File: src/rtl/shift_exec_stage.sv
// shift_exec_stage: two-stage pipelined execute-stage shift unit with valid/ready flow control.
// Optional feature: define SHIFT_ROTATE_EN to give op 2'b10 the ROR meaning. Without it,
// op 2'b10 returns 0 with out_err set.
// Ports: clk, rst (async, active-high), flush (synchronous kill of in-flight ops);
//   in_valid/in_ready/in_op/in_data/in_shamt/in_tag carry the upstream micro-op;
//   out_valid/out_ready/out_data/out_tag/out_err carry the tagged result;
//   busy is high while either stage holds an op.
module shift_exec_stage #(
    parameter int TAG_W = 5
) (
    input  logic             clk,
    input  logic             rst,
    input  logic             flush,
    input  logic             in_valid,
    output logic             in_ready,
    input  logic [1:0]       in_op,
    input  logic [31:0]      in_data,
    input  logic [4:0]       in_shamt,
    input  logic [TAG_W-1:0] in_tag,
    output logic             out_valid,
    input  logic             out_ready,
    output logic [31:0]      out_data,
    output logic [TAG_W-1:0] out_tag,
    output logic             out_err,
    output logic             busy
);
    localparam logic [1:0] OP_SLL = 2'b00;
    localparam logic [1:0] OP_ROR = 2'b10;
    localparam logic [1:0] OP_SRA = 2'b11;

    logic                    s1_valid_q, s1_valid_d;
    logic [1:0]              s1_op_q, s1_op_d;
    logic [31:0]             s1_data_q, s1_data_d;
    logic [4:0]              s1_shamt_q, s1_shamt_d;
    logic [TAG_W-1:0]        s1_tag_q, s1_tag_d;
    logic                    s2_valid_q, s2_valid_d;
    logic [31:0]             s2_data_q, s2_data_d;
    logic [TAG_W-1:0]        s2_tag_q, s2_tag_d;
    logic                    s2_err_q, s2_err_d;
    logic                    s2_adv, s1_adv, in_fire;
    logic [31:0]             rev_in, sh_in, srl_out, sh_out, rev_out, res;
    logic signed [31:0]      sra_out;
    logic                    err;

    assign s2_adv   = !s2_valid_q | out_ready;
    assign s1_adv   = s1_valid_q & s2_adv;
    assign in_ready = !rst & !flush & (!s1_valid_q | s2_adv);
    assign in_fire  = in_valid & in_ready;

    // Left shifts reuse the right shifter by mirroring the operand and the result.
    always_comb begin
        for (int i = 0; i < 32; i++) rev_in[i] = s1_data_q[31-i];
    end

    assign sh_in   = (s1_op_q == OP_SLL) ? rev_in : s1_data_q;
    assign srl_out = sh_in >> s1_shamt_q;
    // Kept as its own signed net so the mixed-sign ternary below cannot turn it logical.
    assign sra_out = $signed(sh_in) >>> s1_shamt_q;
    assign sh_out  = (s1_op_q == OP_SRA) ? sra_out : srl_out;

    always_comb begin
        for (int i = 0; i < 32; i++) rev_out[i] = sh_out[31-i];
    end

    always_comb begin
        res = (s1_op_q == OP_SLL) ? rev_out : sh_out;
        err = 1'b0;
        if (s1_op_q == OP_ROR) begin
`ifdef SHIFT_ROTATE_EN
            // A shift by 32 yields 0 here, so shamt 0 returns data unchanged.
            res = (s1_data_q >> s1_shamt_q) | (s1_data_q << (6'd32 - {1'b0, s1_shamt_q}));
`else
            res = 32'h0;
            err = 1'b1;
`endif
        end
    end

    always_comb begin
        s1_valid_d = flush ? 1'b0 : in_fire ? 1'b1 : s1_adv ? 1'b0 : s1_valid_q;
        s1_op_d    = in_fire ? in_op : s1_op_q;
        s1_data_d  = in_fire ? in_data : s1_data_q;
        s1_shamt_d = in_fire ? in_shamt : s1_shamt_q;
        s1_tag_d   = in_fire ? in_tag : s1_tag_q;
        s2_valid_d = flush ? 1'b0 : s2_adv ? s1_valid_q : s2_valid_q;
        s2_data_d  = s1_adv ? res : s2_data_q;
        s2_tag_d   = s1_adv ? s1_tag_q : s2_tag_q;
        s2_err_d   = s1_adv ? err : s2_err_q;
    end

    always_ff @(posedge clk or posedge rst) begin
        if (rst) begin
            s1_valid_q <= 1'b0;
            s1_op_q    <= 2'b00;
            s1_data_q  <= 32'h0;
            s1_shamt_q <= 5'd0;
            s1_tag_q   <= '0;
            s2_valid_q <= 1'b0;
            s2_data_q  <= 32'h0;
            s2_tag_q   <= '0;
            s2_err_q   <= 1'b0;
        end else begin
            s1_valid_q <= s1_valid_d;
            s1_op_q    <= s1_op_d;
            s1_data_q  <= s1_data_d;
            s1_shamt_q <= s1_shamt_d;
            s1_tag_q   <= s1_tag_d;
            s2_valid_q <= s2_valid_d;
            s2_data_q  <= s2_data_d;
            s2_tag_q   <= s2_tag_d;
            s2_err_q   <= s2_err_d;
        end
    end

    assign out_valid = s2_valid_q;
    assign out_data  = s2_data_q;
    assign out_tag   = s2_tag_q;
    assign out_err   = s2_err_q;
    assign busy      = s1_valid_q | s2_valid_q;
endmodule

File: config.mk
export PLATFORM = sky130hd
export DESIGN_NAME = shift_exec_stage
export DESIGN_NICKNAME = d
export VERILOG_FILES = /design/src/rtl/shift_exec_stage.sv
export SDC_FILE = /design/constraint.sdc
export NUM_CORES = 1
export LEC_CHECK = 0
export CORE_ASPECT_RATIO = 0.6
export CORE_MARGIN = 1
export CORE_UTILIZATION = 35
export CTS_CLUSTER_SIZE = 14
export DETAILED_ROUTE_END_ITERATION = 16
export PLACE_DENSITY = 0.53
export SKIP_CTS_REPAIR_TIMING = 1
export SYNTH_ARGS = -nofsm -noshare
export SYNTH_HDL_FRONTEND = slang
export SYNTH_SLANG_ARGS = --single-unit
File: constraint.sdc
create_clock -name clk -period 6.93 [get_ports clk]
set_input_delay 1.0395 -clock clk [delete_from_list [all_inputs] [get_ports clk]]
set_output_delay 1.0395 -clock clk [all_outputs]
set_load 0.02 [all_outputs]
==> flow_summary.toml <==
[global_route]
grt_overflow = 0
antenna_found_initial = 1
use_met1_pct = 42.59
grt_max_degree = 46
grt.met3_usage_pct = 8.081
grt_use_met2_pct = 37.53
first_global_vias = 5918
top_usage_layer = "met1"
grt_usage_pct = 27.79
grt_pass1_wl_mm = 38.14

[sta]
setup_ws_ns = 2.815
hold_viol_final = 0
worstMarginPinSlew_ns = 1.097
skew_ns = 0.007733
setup_tns_ns = 0
setup_violations = 0
timing.fmax_ghz = 0.2430
grt_setup_unrepaired = "false"
slew_headroom_pct = 26.88
finalCriticalPeriod_ns = 4.115
slew_violations = 0
fin_crit_sh_pct = 59.39

[synthesis]
synthArstFlopShare_pct = 100.0
synth-seq-cells = 84
yosysUniqueCellTypes = 61
synth-edff-count = 0
synth_cells = 638
synth_top_area_cell = "dfrtp_1"
syn_avg_cell_area_um2 = 9.813
synth.yosys.warnings = 0
synthTopCellsByArea = "dfrtp_1 34%, mux4_2 15%, mux2_2 9.0%"
yosysMostFrequentCell = "nand2_1"
synth_top_area_share_pct = 33.57
synthesis.area_um2 = 6261
syn_nets = 687
synthFlopType = "dfrtp_1"
ys_seq_area_share_pct = 33.57
ys_top_cells_by_count = "86 x nand2_1, 84 x dfrtp_1, 50 x mux2_2"

[finish]
syn_to_final_growth_pct = 21.92
nNetsFinal = 743
fillers = 1652
multi_input_area_um2 = 3871
seq_area_um2 = 2102
drive_gt1_share_pct = 18.88
antenna_cells = 0

[clocking]
path_clk_slew_ns = 0.07
cts_num_sinks = 84
clockBufferDepth = 2
numCtsBuffers = 9
htreeDepth = 3
cts_tree = "done"
clock_latency_ns = 0.36
cts_root_buf = "clkbuf_16"

[detailed_routing]
drt_pass1_iterations = 6
drt-total-wl_mm = 24.60
drt_iter0_drc = 653
drcViolationCount = 0
num_vias = 5915
viasPerCell = 6.340
wire_per_inst_um = 26.37
antenna_left = 0

[pwr]
ir_worst_vdd_v = 0.0001342
p_per_area_nw_per_um2 = 368.6
pwr-share-seq_pct = 26.8
swShare_pct = 43.90
power_mw = 2.814
p_leak_nw = 2.993
combPwrFrac_pct = 53.5
internal_power_mw = 1.578
p_switching_mw = 1.235
clkPwrFrac_pct = 19.7

[placed_design]
routabilityCongestion = 0.9546
place_ws_ns = 2.979
dp_hpwl_mm = 18.32
port_buffers = 89

[outcome]
outcome = "finished, final reports clean"

[worst_setup_path]
criticalPathCategory = "register to register"
cp.required_ns = 7.16
cp-end-kind = "register"
cp_max_fo = 35
critPathArrivalTime_ns = 4.35
cp-start-kind = "register"

[die]
io_pins = 90
rows = 37
fp.dieW_um = 174.7
die_h_um = 105.6
die-area_um2 = 18450
start_util_pct = 36.16
core_um2 = 17310

[run]
cap_violations = 0

[hold_path]
hold_class = "register to register"
==> area by class of cell <==
| type | instances | share of cell area [%] |
|---|---|---|
| Clock buffer | 10 | 3.131 |
| Timing Repair Buffer | 102 | 12.95 |
| Sequential cell | 84 | 27.54 |
| Tap cell | 234 | 3.835 |
| Inverter | 12 | 0.6065 |
| Multi-Input combinational cell | 485 | 50.71 |
| Clock inverter | 6 | 1.229 |
==> flip-flops by register name, indices dropped and copies added (netlist names) <==
register and flops:
out_err 1, out_data 32, s1_tag_q 5, s1_op_q 2
s1_valid_q 1, out_tag 5, s1_data_q 32, s1_shamt_q 5
out_valid 1
==> power by group through the flow <==
stage	logic [mW]	registers [mW]	clock network [mW]
CTS	1.48	0.751	0.565
detailed placement	1.48	0.757	0
floorplan	0.863	0.801	0
global route	1.60	0.774	0.588
global placement	1.48	0.755	0
finish	1.50	0.755	0.554
==> through the flow <==
stage | area [um^2] | cells | util [%] | hold slack [ns]
2_1_floorplan | 6261 | 638 | - | 0.4331
3_3_place_gp | 7301 | 917 | 42.17 | 0.4450
3_5_place_dp | 7301 | 917 | 42.17 | 0.4574
4_1_cts | 7634 | 933 | 44.09 | 0.4751
5_1_grt | 7634 | 933 | 44.09 | 0.4889
6_report | 7634 | 933 | 44.09 | 0.4719
==> per-layer routing <==
layer	vias to the layer above	routed length (um)
li1	2560	-
met1	3005	11980
met3	40	2363
met5	-	12
met2	308	9783
met4	2	460
==> cell usage in the layout, fill, tap and decap left out, types with 4 or more instances in the layout <==
cell,n
dfrtp_1,84
clkdlybuf4s50_1,89
a221o_1,6
o31ai_1,7
buf_4,13
mux2_2,50
o21a_1,6
nor3_1,7
o32ai_1,4
nor2b_1,4
and2_1,5
o22ai_1,8
clkbuf_16,9
nand3_1,13
a21oi_1,27
inv_1,8
a211oi_1,9
o211ai_1,4
mux4_2,43
o21ai_0,35
and3_1,5
a2111oi_0,6
mux2i_1,24
a31oi_1,12
nand2_1,85
a211o_1,7
nand4_1,5
nor2_1,41
a32oi_1,4
a22oi_1,17
==> worst max-delay path, stage by stage (launching register included) <==
cell	delay [ns]
dfrtp_1	1.07
inv_2	0.63
mux4_2	0.70
a222oi_1	0.64
a21oi_1	0.15
nor2_1	0.27
a21oi_1	0.17
a221o_1	0.35
==> worst paths after layout <==
path	endpoint	depth (start not counted)	slack, ns	start
setup / recovery	out_data[4]$_DFFE_PP0P_	7	2.81	s1_shamt_q[1]$_DFFE_PP0P_
hold / removal	out_tag[1]$_DFFE_PP0P_	2	0.47	s1_tag_q[1]$_DFFE_PP0P_
setup reg to reg	out_data[4]$_DFFE_PP0P_	7	2.81	s1_shamt_q[1]$_DFFE_PP0P_
hold reg to reg	out_tag[1]$_DFFE_PP0P_	2	0.47	s1_tag_q[1]$_DFFE_PP0P_
max in group asynchronous	out_data[25]$_DFFE_PP0P_	3	4.74	rst
min in group asynchronous	s1_data_q[0]$_DFFE_PP0P_	2	1.14	rst
==> cells by family after synthesis <==
logic type | Yosys count | synth area share, %
AOI/OAI and AO/OA | 186 | 20.68
and+or+nand+nor | 181 | 12.67
muxes | 117 | 28.30
DFF | 84 | 33.57
buffers and inverters | 69 | 4.636
xor gates and xnor gates | 1 | 0.1399
(Power assumes the default switching activity.)
